[config.mk]
export PLATFORM = sky130hd
export DESIGN_NAME = hazard_ctrl_pipe
export DESIGN_NICKNAME = d
export VERILOG_FILES = /design/src/rtl/cpu_types_pkg.sv /design/src/rtl/hazard_ctrl_pipe_fwd_sel.sv /design/src/rtl/hazard_ctrl_pipe.sv
export SDC_FILE = /design/constraint.sdc
export NUM_CORES = 1
export LEC_CHECK = 0
export ABC_AREA = 1
export CAP_MARGIN = 20
export CORE_ASPECT_RATIO = 1.25
export CORE_MARGIN = 3
export CORE_UTILIZATION = 44
export DETAILED_ROUTE_END_ITERATION = 10
export MAX_ROUTING_LAYER = met4
export PLACE_DENSITY = 0.74
export SLEW_MARGIN = 15
export SYNTH_ARGS = -nofsm -noshare
export SYNTH_HDL_FRONTEND = slang
export SYNTH_HIERARCHICAL = 1
export SYNTH_SLANG_ARGS = --single-unit
[constraint.sdc]
create_clock -name CLK -period 2.6 [get_ports CLK]
set_clock_uncertainty 0.2 [all_clocks]
set_input_delay 0.52 -clock CLK [delete_from_list [all_inputs] [get_ports CLK]]
set_output_delay 0.52 -clock CLK [all_outputs]
set_load 0.02 [all_outputs]
[src/rtl/cpu_types_pkg.sv]
// Shared types for the pipeline hazard/forwarding controller.
// Latency: n/a (types and constants only).
// Backpressure: n/a.
package cpu_types_pkg;

    // Hazard FSM states: normal issue, multi-cycle load-use bubble, data-memory freeze
    typedef enum logic [1:0] {
        RUN     = 2'd0,
        LDSTALL = 2'd1,
        MEMWAIT = 2'd2
    } hz_state_t;

    // Architectural register index
    typedef logic [4:0] regbits_t;

    // Forwarding select value meaning "operand comes from the register file"
    localparam int FWD_RF = 0;

endpackage

[src/rtl/hazard_ctrl_pipe_fwd_sel.sv]
// Priority forwarding select for one EX operand: youngest writing stage wins, r0 never forwarded.
// Latency: purely combinational.
// Backpressure: none; the result is valid whenever the inputs are.
module fwd_sel
    import cpu_types_pkg::*;
#(
    parameter int AW   = 5,
    parameter int NFWD = 2
) (
    input  logic [AW-1:0]              src_i,
    input  logic [NFWD-1:0]            regwrite_i,
    input  logic [NFWD*AW-1:0]         wsel_i,
    output logic [$clog2(NFWD+1)-1:0]  sel_o
);

    localparam int SELW = $clog2(NFWD + 1);

    // Scan oldest to youngest so the smallest matching stage index overwrites the rest
    always_comb begin
        sel_o = SELW'(FWD_RF);
        for (int k = NFWD; k >= 1; k--) begin
            if (regwrite_i[k-1] && (src_i != '0) && (wsel_i[(k-1)*AW +: AW] == src_i))
                sel_o = SELW'(k);
        end
    end

endmodule

[src/rtl/hazard_ctrl_pipe.sv]
// Hazard/forwarding controller: forwarding selects, pipeline enables/flushes, stall counter.
// Latency: selects, enables and flushes combinational; stall_cnt updates one cycle after a stall.
// Backpressure: a pending data access freezes every stage; load-use and ifetch miss hold the front end.
module hazard_ctrl_pipe #(
    parameter int AW       = 5,
    parameter int NFWD     = 2,
    parameter int LOAD_LAT = 1,
    parameter int CW       = 32
) (
    input  logic                       CLK,
    input  logic                       RST,
    input  logic [AW-1:0]              rs_id,
    input  logic [AW-1:0]              rt_id,
    input  logic                       id_uses_rt,
    input  logic [AW-1:0]              rs_ex,
    input  logic [AW-1:0]              rt_ex,
    input  logic                       ex_memread,
    input  logic [AW-1:0]              ex_wsel,
    input  logic [NFWD-1:0]            stg_regwrite,
    input  logic [NFWD*AW-1:0]         stg_wsel,
    input  logic                       mem_dwen,
    input  logic [AW-1:0]              mem_rt,
    input  logic                       mem_req,
    input  logic                       dhit,
    input  logic                       ihit,
    input  logic                       redirect,
    input  logic                       perf_clr,
    output logic [$clog2(NFWD+1)-1:0]  fwd_a,
    output logic [$clog2(NFWD+1)-1:0]  fwd_b,
    output logic                       fwd_store,
    output logic                       pc_en,
    output logic                       ifid_en,
    output logic                       idex_en,
    output logic                       exmem_en,
    output logic                       memwb_en,
    output logic                       ifid_flush,
    output logic                       idex_flush,
    output logic [CW-1:0]              stall_cnt
);

    import cpu_types_pkg::*;

    localparam int LCW = (LOAD_LAT > 1) ? $clog2(LOAD_LAT + 1) : 1;

    hz_state_t        state_q, state_d;
    hz_state_t        resume_q, resume_d;
    hz_state_t        eff_state;
    logic [LCW-1:0]   ld_cnt_q, ld_cnt_d;
    logic [CW-1:0]    stall_cnt_q;
    logic             freeze;
    logic             load_use;

    fwd_sel #(.AW(AW), .NFWD(NFWD)) u_fwd_rs (
        .src_i      (rs_ex),
        .regwrite_i (stg_regwrite),
        .wsel_i     (stg_wsel),
        .sel_o      (fwd_a)
    );

    fwd_sel #(.AW(AW), .NFWD(NFWD)) u_fwd_rt (
        .src_i      (rt_ex),
        .regwrite_i (stg_regwrite),
        .wsel_i     (stg_wsel),
        .sel_o      (fwd_b)
    );

    // Store data in MEM comes from the oldest forwarding stage when it writes the store's rt
    assign fwd_store = mem_dwen && stg_regwrite[NFWD-1]
                    && (stg_wsel[(NFWD-1)*AW +: AW] != '0)
                    && (stg_wsel[(NFWD-1)*AW +: AW] == mem_rt);

    assign freeze   = mem_req && !dhit;
    assign load_use = ex_memread && (ex_wsel != '0)
                   && ((ex_wsel == rs_id) || (id_uses_rt && (ex_wsel == rt_id)));

    // While frozen, the state to resume into decides the pipeline behaviour on release
    assign eff_state = (state_q == MEMWAIT) ? resume_q : state_q;

    // FSM registers; reset aborts any stall or freeze in progress
    always_ff @(posedge CLK or posedge RST) begin
        if (RST) begin
            state_q  <= RUN;
            resume_q <= RUN;
            ld_cnt_q <= '0;
        end else begin
            state_q  <= state_d;
            resume_q <= resume_d;
            ld_cnt_q <= ld_cnt_d;
        end
    end

    // Next state and pipeline controls: freeze > redirect > load-use > ifetch wait
    always_comb begin
        state_d    = state_q;
        resume_d   = resume_q;
        ld_cnt_d   = ld_cnt_q;
        pc_en      = 1'b1;
        ifid_en    = 1'b1;
        idex_en    = 1'b1;
        exmem_en   = 1'b1;
        memwb_en   = 1'b1;
        ifid_flush = 1'b0;
        idex_flush = 1'b0;

        if (RST) begin
            pc_en    = 1'b0;
            ifid_en  = 1'b0;
            idex_en  = 1'b0;
            exmem_en = 1'b0;
            memwb_en = 1'b0;
        end else if (freeze || ((state_q == MEMWAIT) && !dhit)) begin
            pc_en    = 1'b0;
            ifid_en  = 1'b0;
            idex_en  = 1'b0;
            exmem_en = 1'b0;
            memwb_en = 1'b0;
            if (freeze && (state_q != MEMWAIT)) begin
                state_d  = MEMWAIT;
                resume_d = state_q;
            end
        end else begin
            case (eff_state)
                LDSTALL: begin
                    pc_en      = 1'b0;
                    ifid_en    = 1'b0;
                    idex_flush = 1'b1;
                    if (state_q == LDSTALL) begin
                        ld_cnt_d = ld_cnt_q - LCW'(1);
                        if (ld_cnt_q == LCW'(1))
                            state_d = RUN;
                    end
                end
                default: begin
                    if (redirect) begin
                        ifid_flush = 1'b1;
                        idex_flush = 1'b1;
                    end else if (load_use) begin
                        pc_en      = 1'b0;
                        ifid_en    = 1'b0;
                        idex_flush = 1'b1;
                        if ((LOAD_LAT > 1) && (state_q == RUN)) begin
                            state_d  = LDSTALL;
                            ld_cnt_d = LCW'(LOAD_LAT - 1);
                        end
                    end else if (!ihit) begin
                        pc_en      = 1'b0;
                        ifid_flush = 1'b1;
                    end
                end
            endcase
            if (state_q == MEMWAIT)
                state_d = resume_q;
        end
    end

    // Saturating count of cycles in which the PC did not advance; clear has priority
    always_ff @(posedge CLK or posedge RST) begin
        if (RST)
            stall_cnt_q <= '0;
        else if (perf_clr)
            stall_cnt_q <= '0;
        else if (!pc_en && (stall_cnt_q != '1))
            stall_cnt_q <= stall_cnt_q + CW'(1);
    end

    assign stall_cnt = stall_cnt_q;

endmodule

# Yosys cells after proc, flatten, opt, wreduce, memory -nomap -nowiden
# Index checks and enable logic that the tools add are counted.
[totals]
ff_bits = 37
inputBits = 52
out_inout_bits = 44
elab_cells = 91
[op_classes]
addsub = 2
n_eq_ne = 13
muxes = 37
bitwise_logic = 2
n_reduce_logical = 33
[op_table]
columns = ["cell", "n"]
rows = [
  ["2-to-1 mux 32 bit", 2],
  ["== test 5 bit", 7],
  ["adder 32 x 1 -> 32 bit, second input constant", 1],
  ["inequality test 32 bit, second input constant", 1],
  ["2-to-1 mux 1 bit", 24],
  ["2-to-1 mux 2 bit", 11],
  ["nonzero test 5 bit", 4],
  ["logical AND 1 bit", 18],
  ["nonzero test 3 bit", 3],
  ["AND reduction 5 bit", 1],
  ["== test 2 x 1 -> 1 bit, second input constant", 2],
  ["AND reduction 4 bit", 1],
  ["AND reduction 3 bit", 1],
  ["== test 2 bit, second input constant", 1],
  ["zero test 1 bit", 2],
  ["logical OR 1 bit", 2],
  ["inequality test 2 x 1 -> 1 bit, second input constant", 1],
  ["inequality test 2 bit, second input constant", 1],
  ["inverter 1 bit", 2],
  ["nonzero test 2 bit", 1],
  ["subtractor 1 bit, second input constant", 1],
]

# Longest topological paths before layout
# Gate-level depths: netlist (run 1).
[depth]
depth_word = 13
depth_mapped = 12
mapped_depth_nobuf = 11

# Modules after synthesis
# The synthesis (run 1) kept the hierarchy.
[by_module_without_submodules]
columns = ["mod", "instances", "cells_each", "area_each_um2", "seq_area_each_um2"]
rows = [
  ["hazard_ctrl_pipe", 1, 462, 2949.1, 925.9],
  ["fwd_sel", 2, 61, 247.7, 0.0],
]

# Least setup slack after synthesis (run 1)
# OpenSTA, ideal clock, no wires.
[synth_timing]
path_kind = "input -> output"
start = "input RST"
end = "output pc_en"
arrival_time_ps = 2169
required_ps = 1880
setup_slack_ps = -289
cell_stages = 6
path_buffers = 1
cell_sequence = "inv_1 nand2_2 nor2_2 nand3_2 buf_2 inv_1"
[synth_between]
elab_chain_cells = 1
[synth_rtl]
columns = ["item", "line_no", "rtl"]
rows = [
  ["from (decl)", "hazard_ctrl_pipe.sv:11", "input logic RST,"],
  ["2-to-1 mux 1 bit", "hazard_ctrl_pipe.sv:105", "if (RST) begin"],
  ["to (decl)", "hazard_ctrl_pipe.sv:31", "output logic pc_en,"],
]
# No other way between the ends.

# Final worst setup path (run 1)
[layout_timing]
start = "input rs_id[0]"
end = "output ifid_en"
[layout_between]
elab_chain_cells = 8
[layout_rtl]
columns = ["item", "line_no", "rtl"]
rows = [
  ["from (decl)", "hazard_ctrl_pipe.sv:12", "input logic [AW-1:0] rs_id,"],
  ["== test 5 bit", "hazard_ctrl_pipe.sv:74", "&& ((ex_wsel == rs_id) || (id_uses_rt && (ex_wsel == rt_id)));"],
  ["logical OR 1 bit", "hazard_ctrl_pipe.sv:74", ""],
  ["logical AND 1 bit", "hazard_ctrl_pipe.sv:74", ""],
  ["2-to-1 mux 1 bit", "hazard_ctrl_pipe.sv:137", "end else if (load_use) begin"],
  ["2-to-1 mux 1 bit", "hazard_ctrl_pipe.sv:134", "if (redirect) begin"],
  ["2-to-1 mux 1 bit", "hazard_ctrl_pipe.sv:122", "case (eff_state)"],
  ["2-to-1 mux 1 bit", "hazard_ctrl_pipe.sv:111", "end else if (freeze || ((state_q == MEMWAIT) && !dhit)) begin"],
  ["2-to-1 mux 1 bit", "hazard_ctrl_pipe.sv:105", ""],
  ["to (decl)", "hazard_ctrl_pipe.sv:32", "output logic ifid_en,"],
]
# No other way between the ends.

==> results of run 1 <==
cell families after synthesis:
kind of cell	count (synthesis)
and+or+nand+nor	383
buffers and inverters	117
DFF	37
xor gates and xnor gates	31
AOI/OAI and AO/OA	15
adders and majority gates	1
how the worst max path moves through the flow:
stage                            end  slack [ns]
after floorplan                pc_en        0.03
after CTS                 ifid_flush       0.001
final                        ifid_en        0.08
after global routing      ifid_flush       -0.01
after detailed placement  ifid_flush       -0.49
after global placement    ifid_flush       -0.45
flip-flops by register name (all words and copies together) (netlist names):
| signal | cells |
|---|---|
| stall_cnt | 32 |
| resume_q | 2 |
| state_q | 2 |
| ld_cnt_q | 1 |
layout make-up:
type | count | area (µm²) | share of cell area [%]
multi-input cells | 430 | 2087 | 44.61
well taps | 92 | 115.1 | 2.461
repair buffers | 109 | 1056 | 22.57
flip-flops and latches | 37 | 925.9 | 19.79
clock inverters | 3 | 46.29 | 0.9896
clock buffers | 5 | 68.82 | 1.471
inverters | 100 | 379.1 | 8.104
worst max-delay path, stage by stage:
cell	delay [ns]
clkdlybuf4s50_1	0.48
inv_1	0.04
nand2_1	0.05
nand2_1	0.05
nor2_1	0.10
nand3_1	0.09
nand2_2	0.12
nand3_4	0.08
nand2_2	0.08
inv_1	0.04
buf_4	0.15
per-layer routing:
metal / GRT usage, % / vias to the layer above / routed length (µm)
met5: - / - / 0
met4: 6.561 / 0 / 210
met3: 4.180 / 16 / 603
met2: 39.11 / 110 / 4765
met1: 24.54 / 1718 / 3822
li1: - / 1993 / -
Yosys cell counts, types with 2 or more instances:
library cell	instances
nand3_1	49
inv_2	11
nand2_2	5
nor2_4	2
buf_6	3
clkbuf_1	2
dfrtp_1	37
o21ai_0	5
nand4_1	34
buf_4	2
inv_1	87
nor2_1	78
clkinv_1	2
buf_2	6
nor4_1	2
a21boi_1	2
buf_1	4
a21oi_1	4
nor2_2	5
xnor2_1	9
xor2_1	22
nand2_1	202
timing repair:
item                                    in CTS  in global routing
endpoints found under the setup margin      12                 42
resized for setup                           42                 31
hold buffers                                 0                  0
pin swaps                                    1                  6
power by group through the flow:
| stage | Combinational [mW] | Sequential, mW | Clock, mW |
|---|---|---|---|
| after CTS | 0.452 | 0.626 | 0.526 |
| after floorplan | 0.254 | 0.640 | 0 |
| after global routing | 0.510 | 0.631 | 0.546 |
| final | 0.456 | 0.626 | 0.519 |
| after global placement | 0.454 | 0.635 | 0 |
| after detailed placement | 0.463 | 0.636 | 0 |
stage by stage:
stage                     area [µm²]  std cells  setup slack, ns  utilization, %
final                           4678        776          0.08008           62.47
after global routing            4678        776         -0.01240           62.47
after CTS                       4641        776         0.001452           61.97
after detailed placement        4543        768          -0.4856           60.67
after global placement          4543        768          -0.4485           60.67
after floorplan                 3448        584          0.02926               -
==> results.json, run 1 <==
{
  "grt_util_all_layers_pct": 21.96,
  "cts_setup_buffers": 0,
  "power.density_nw_per_um2": 342.1,
  "die_x_um": 85.14,
  "drt_iter0_drc": 163,
  "synth_area_um2": 3445,
  "synth-async-reset-ratio_pct": 100.0,
  "slew_headroom_pct": 67.53,
  "final_cell_mix": "nand2_1 (200), inv_1 (86), nor2_1 (75)",
  "synth_top_family_by_area": "simple AND/OR/NAND/NOR gates",
  "reg2regPathDepth": 13,
  "critPathRequiredTime_ns": 1.88,
  "status": "finished clean",
  "syn_area_per_cell_um2": 5.898,
  "crit_type": "input pin to output pin",
  "fmax_mhz": 396.8,
  "core_area_um2": 7488,
  "cts_buffer_depth": 2,
  "synthTopCellsByArea": "dfrtp_1 (27%), nand2_1 (22%), inv_1 (9.5%)",
  "r2r-start": "state_q[0]$_DFFE_PP0P_",
  "pwr-share-comb_pct": 28.5,
  "cp_max_fo": 2,
  "dpl.hpwl_um": 7405,
  "seqPwrFrac_pct": 39.1,
  "synth-seq-area-share_pct": 26.88,
  "hold_path_depth": 1,
  "via_per_inst": 4.945,
  "p_switching_uw": 514.5,
  "yosysTopAreaCell": "dfrtp_1",
  "synthCells": 584,
  "numCtsBuffers": 5,
  "area_delta_synth_final_pct": 35.82,
  "wirelength_um": 9401,
  "antenna_found_initial": 0,
  "hold_viol": 0,
  "clk_pin_slew_ns": 0.09,
  "holdWs_ns": 0.2854,
  "cts_tree": "done",
  "crit_path_start": "rs_id[0]",
  "syn_nets": 637,
  "nNetsFinal": 736,
  "drive_gt1_share_pct": 10.23,
  "die_h_um": 104.9,
  "holdPathEnd": "ld_cnt_q$_DFFE_PP0P_",
  "finalMaxSlewViolations": 0,
  "start_util_pct": 46.00,
  "synth_flop_cell": "dfrtp_1",
  "setup_viol": 0,
  "dieArea_um2": 8933,
  "ys_types": 33,
  "power_mw": 1.600,
  "max_slew.worst_pin.slew_ns": 0.4871,
  "fin_crit_ns": 2.520,
  "cts_sinks": 37,
  "ys_ff_latch": 37,
  "yosys_warnings": 6,
  "synth_edf_count": 0,
  "ios": 96,
  "wl_per_cell_um": 12.11,
  "grt_overflow_total": 0,
  "pwr-share-clk_pct": 32.4,
  "grt_max_degree": 65,
  "synth_xor_area_share_pct": 7.882,
  "worstReg2RegEnd": "stall_cnt[15]$_DFFE_PP0P_",
  "hold_class": "flip-flop to flip-flop",
  "maxCapViolCount": 0,
  "swShare_pct": 32.15,
  "intPower_mw": 1.086,
  "grt_first_pass_wirelength_um": 16080,
  "yosys.area_share.simple_pct": 48.42,
  "rrSetupSlack_ns": 0.35,
  "critPathLaunchType": "input pin",
  "synth_mux_area_share_pct": 0,
  "num_rows": 35,
  "h-tree-depth": 2,
  "io_buffers": 95,
  "synthAdderAreaFrac_pct": 0.3632,
  "antennaDiodeCount": 0,
  "clock-root-buffer": "clkbuf_8",
  "endpoint_kind": "output pin",
  "final_common_cell": "nand2_1",
  "layout_worst_path_cycle_share_pct": 96.92,
  "p_leak_nw": 2.598,
  "clock_latency_ns": 0.30,
  "ant_nets": 0,
  "vias": 3837,
  "cp.arrival_ns": 1.80,
  "gp_congestion": 0.9557,
  "route.detailed.drc": 0,
  "nFillCells": 686,
  "setup_tns_ns": 0,
  "synth_compound_area_share_pct": 2.615,
  "first_pass_iters": 4,
  "synth_top_area_share_pct": 26.88,
  "grt_pass1_vias": 3723,
  "hp-start": "ld_cnt_q$_DFFE_PP0P_",
  "vdd_drop_max_v": 0.0002613
}
No activity file was read; power rests on OpenSTA's default activity.
==> run 2: changes to the inputs <==
--- a/config.mk
+++ b/config.mk
@@ -12,7 +12,7 @@
 export CORE_UTILIZATION = 44
 export DETAILED_ROUTE_END_ITERATION = 10
 export MAX_ROUTING_LAYER = met4
-export PLACE_DENSITY = 0.74
+export PLACE_DENSITY = 0.77
 export SLEW_MARGIN = 15
 export SYNTH_ARGS = -nofsm -noshare
 export SYNTH_HDL_FRONTEND = slang
==> run 2 against run 1 <==
  * Global-route usage is 1.2 points higher
  * Hold slack worse by 0.011 ns
  * Sequential share of layout area decreased by 0.36 points
  * Critical endpoint is now idex_flush
  * Combinational power is 6.6% higher
  * Power increased by 8.1%
==> results.json, run 2 (synthesized netlist as in run 1, its figures left out) <==
{
  "cp.arrival_ns": 1.83,
  "crit_type": "input pin to output pin",
  "intPower_mw": 1.196,
  "grt_max_degree": 65,
  "fmax_mhz": 392.3,
  "maxCapViolCount": 0,
  "fin_crit_ns": 2.549,
  "grt_util_all_layers_pct": 23.20,
  "critPathRequiredTime_ns": 1.88,
  "dieArea_um2": 8933,
  "start_util_pct": 46.00,
  "pwr-share-clk_pct": 35.7,
  "wl_per_cell_um": 13.07,
  "holdWs_ns": 0.2749,
  "h-tree-depth": 2,
  "finalMaxSlewViolations": 0,
  "vias": 3935,
  "regArea_um2": 925.9,
  "grt_overflow_total": 0,
  "max_stage_delay_ns": 0.45,
  "nFillCells": 684,
  "critPathLaunchType": "input pin",
  "ant_nets": 0,
  "vdd_drop_max_v": 0.0002013,
  "swShare_pct": 30.87,
  "endpoint_kind": "output pin",
  "drt_iter0_drc": 140,
  "dpl.hpwl_um": 7699,
  "nNetsFinal": 737,
  "hold_class": "flip-flop to flip-flop",
  "clock_latency_ns": 0.30,
  "cts_tree": "done",
  "drive_gt1_share_pct": 11.24,
  "multi_input_area_um2": 2107,
  "cp_cell_sequence": "clkdlybuf4s50_1 > inv_1 > nand2_1 > nand2_1 > nor2_2 > nand3_2 > nand2_2 > nand2_2 > a21oi_2 > buf_6",
  "p_leak_nw": 2.718,
  "num_rows": 35,
  "area_delta_synth_final_pct": 38.36,
  "finalNonFillerCells": 777,
  "ios": 96,
  "slew_headroom_pct": 67.72,
  "clk_pin_slew_ns": 0.08,
  "antenna_found_initial": 0,
  "largest_register_ffs": 32,
  "wirelength_um": 10150,
  "cts_buffer_depth": 2,
  "p_switching_uw": 534.2,
  "power.density_nw_per_um2": 363.1,
  "cts_hold_buf": 0,
  "clock-root-buffer": "clkbuf_8",
  "numCtsBuffers": 5,
  "setup_viol": 0,
  "grt_pass1_vias": 3771,
  "die_x_um": 85.14,
  "hold_viol": 0,
  "layout_worst_path_cycle_share_pct": 98.03,
  "first_pass_iters": 4,
  "pwr-share-comb_pct": 28.1,
  "max_slew.worst_pin.slew_ns": 0.4842,
  "core_area_um2": 7488,
  "gp_congestion": 1.009,
  "final_cell_mix": "nand2_1 (198), inv_1 (84), nor2_1 (73)",
  "cts_sinks": 37,
  "crit_slowest_cell": "clkdlybuf4s50_1",
  "antennaDiodeCount": 0,
  "dp_cells": 768,
  "via_per_inst": 5.064,
  "cp_max_fo": 2,
  "seqPwrFrac_pct": 36.2,
  "status": "finished clean",
  "die_h_um": 104.9,
  "io_buffers": 95,
  "final_common_cell": "nand2_1",
  "grt_first_pass_wirelength_um": 16710,
  "route.detailed.drc": 0
}
==> run 2: cell types whose count changed in the layout (fill, tap and decap cells not counted), moves of 2 or more <==
| cell | delta |
|---|---|
| clkdlybuf4s50_1 | -14 |
| dlymetal6s2s_1 | +10 |
| buf_6 | +4 |
| dlygate4sd2_1 | +4 |
| clkbuf_2 | -3 |
| buf_2 | +2 |
| buf_4 | -2 |
| inv_1 | -2 |
| inv_2 | +2 |
| nand2_1 | -2 |
| nor2_1 | -2 |
| nor2_2 | +2 |
==> run 2: through the flow <==
stage | instance area, µm² | worst slack, ns | utilization [%] | setup TNS [ns] | total power [mW]
floorplan | 3448 | 0.02926 | - | 0 | 0.8946
global placement | 4543 | -0.5072 | 60.67 | -10.03 | 1.099
detailed placement | 4543 | -0.5650 | 60.67 | -12.07 | 1.112
CTS | 4683 | 0.006048 | 62.54 | 0 | 1.735
global route | 4766 | -0.003035 | 63.64 | -0.003601 | 1.819
finish | 4766 | 0.05111 | 63.64 | 0 | 1.731
==> run 2: what timing repair did <==
item | 4_1_cts | 5_1_grt
setup buffers | 1 | 0
resized for setup | 51 | 51
hold endpoints to repair | 0 | 0
pin swaps | 2 | 13
endpoints found under the setup margin | 12 | 44
==> run 2: worst paths after layout <==
| kind | startpoint | endpoint | slack (ns) | cells after the start |
|---|---|---|---|---|
| setup / recovery | rt_id[0] | idex_flush | 0.05 | 10 |
| hold / removal | ld_cnt_q$_DFFE_PP0P_ | ld_cnt_q$_DFFE_PP0P_ | 0.27 | 1 |
| setup reg to reg | stall_cnt[0]$_DFFE_PP0P_ | stall_cnt[28]$_DFFE_PP0P_ | 0.30 | 10 |
| hold reg to reg | ld_cnt_q$_DFFE_PP0P_ | ld_cnt_q$_DFFE_PP0P_ | 0.27 | 1 |
| max in group asynchronous | RST | stall_cnt[18]$_DFFE_PP0P_ | 1.33 | 3 |
| min in group asynchronous | RST | stall_cnt[7]$_DFFE_PP0P_ | 0.53 | 3 |
==> run 2: metal layers <==
layer	vias to the layer above	wire (µm)	GRT usage (%)
met5	-	0	-
met2	105	5216	41.72
met4	0	221	7.805
li1	1996	-	-
met3	19	491	3.391
met1	1815	4223	25.84
==> run 2: layout make-up <==
class	instances	share of cell area, %
clock buffers	5	1.444
clock inverters	3	1.444
inverters	100	7.955
multi-input cells	430	44.21
flip-flops and latches	37	19.43
well taps	92	2.415
repair buffers	110	23.10
==> run 2: power groups by stage <==
stage | logic, mW | registers, mW | clock network, mW
floorplan | 0.254 | 0.640 | 0
global placement | 0.464 | 0.636 | 0
detailed placement | 0.475 | 0.637 | 0
CTS | 0.474 | 0.626 | 0.635
global route | 0.537 | 0.630 | 0.651
finish | 0.486 | 0.627 | 0.618
==> run 2: worst max-delay path, delay by kind of cell <==
kind	cells	cell delay [ns]
buffers and inverters	3	0.64
and+or+nand+nor	6	0.51
AOI/OAI and AO/OA	1	0.17
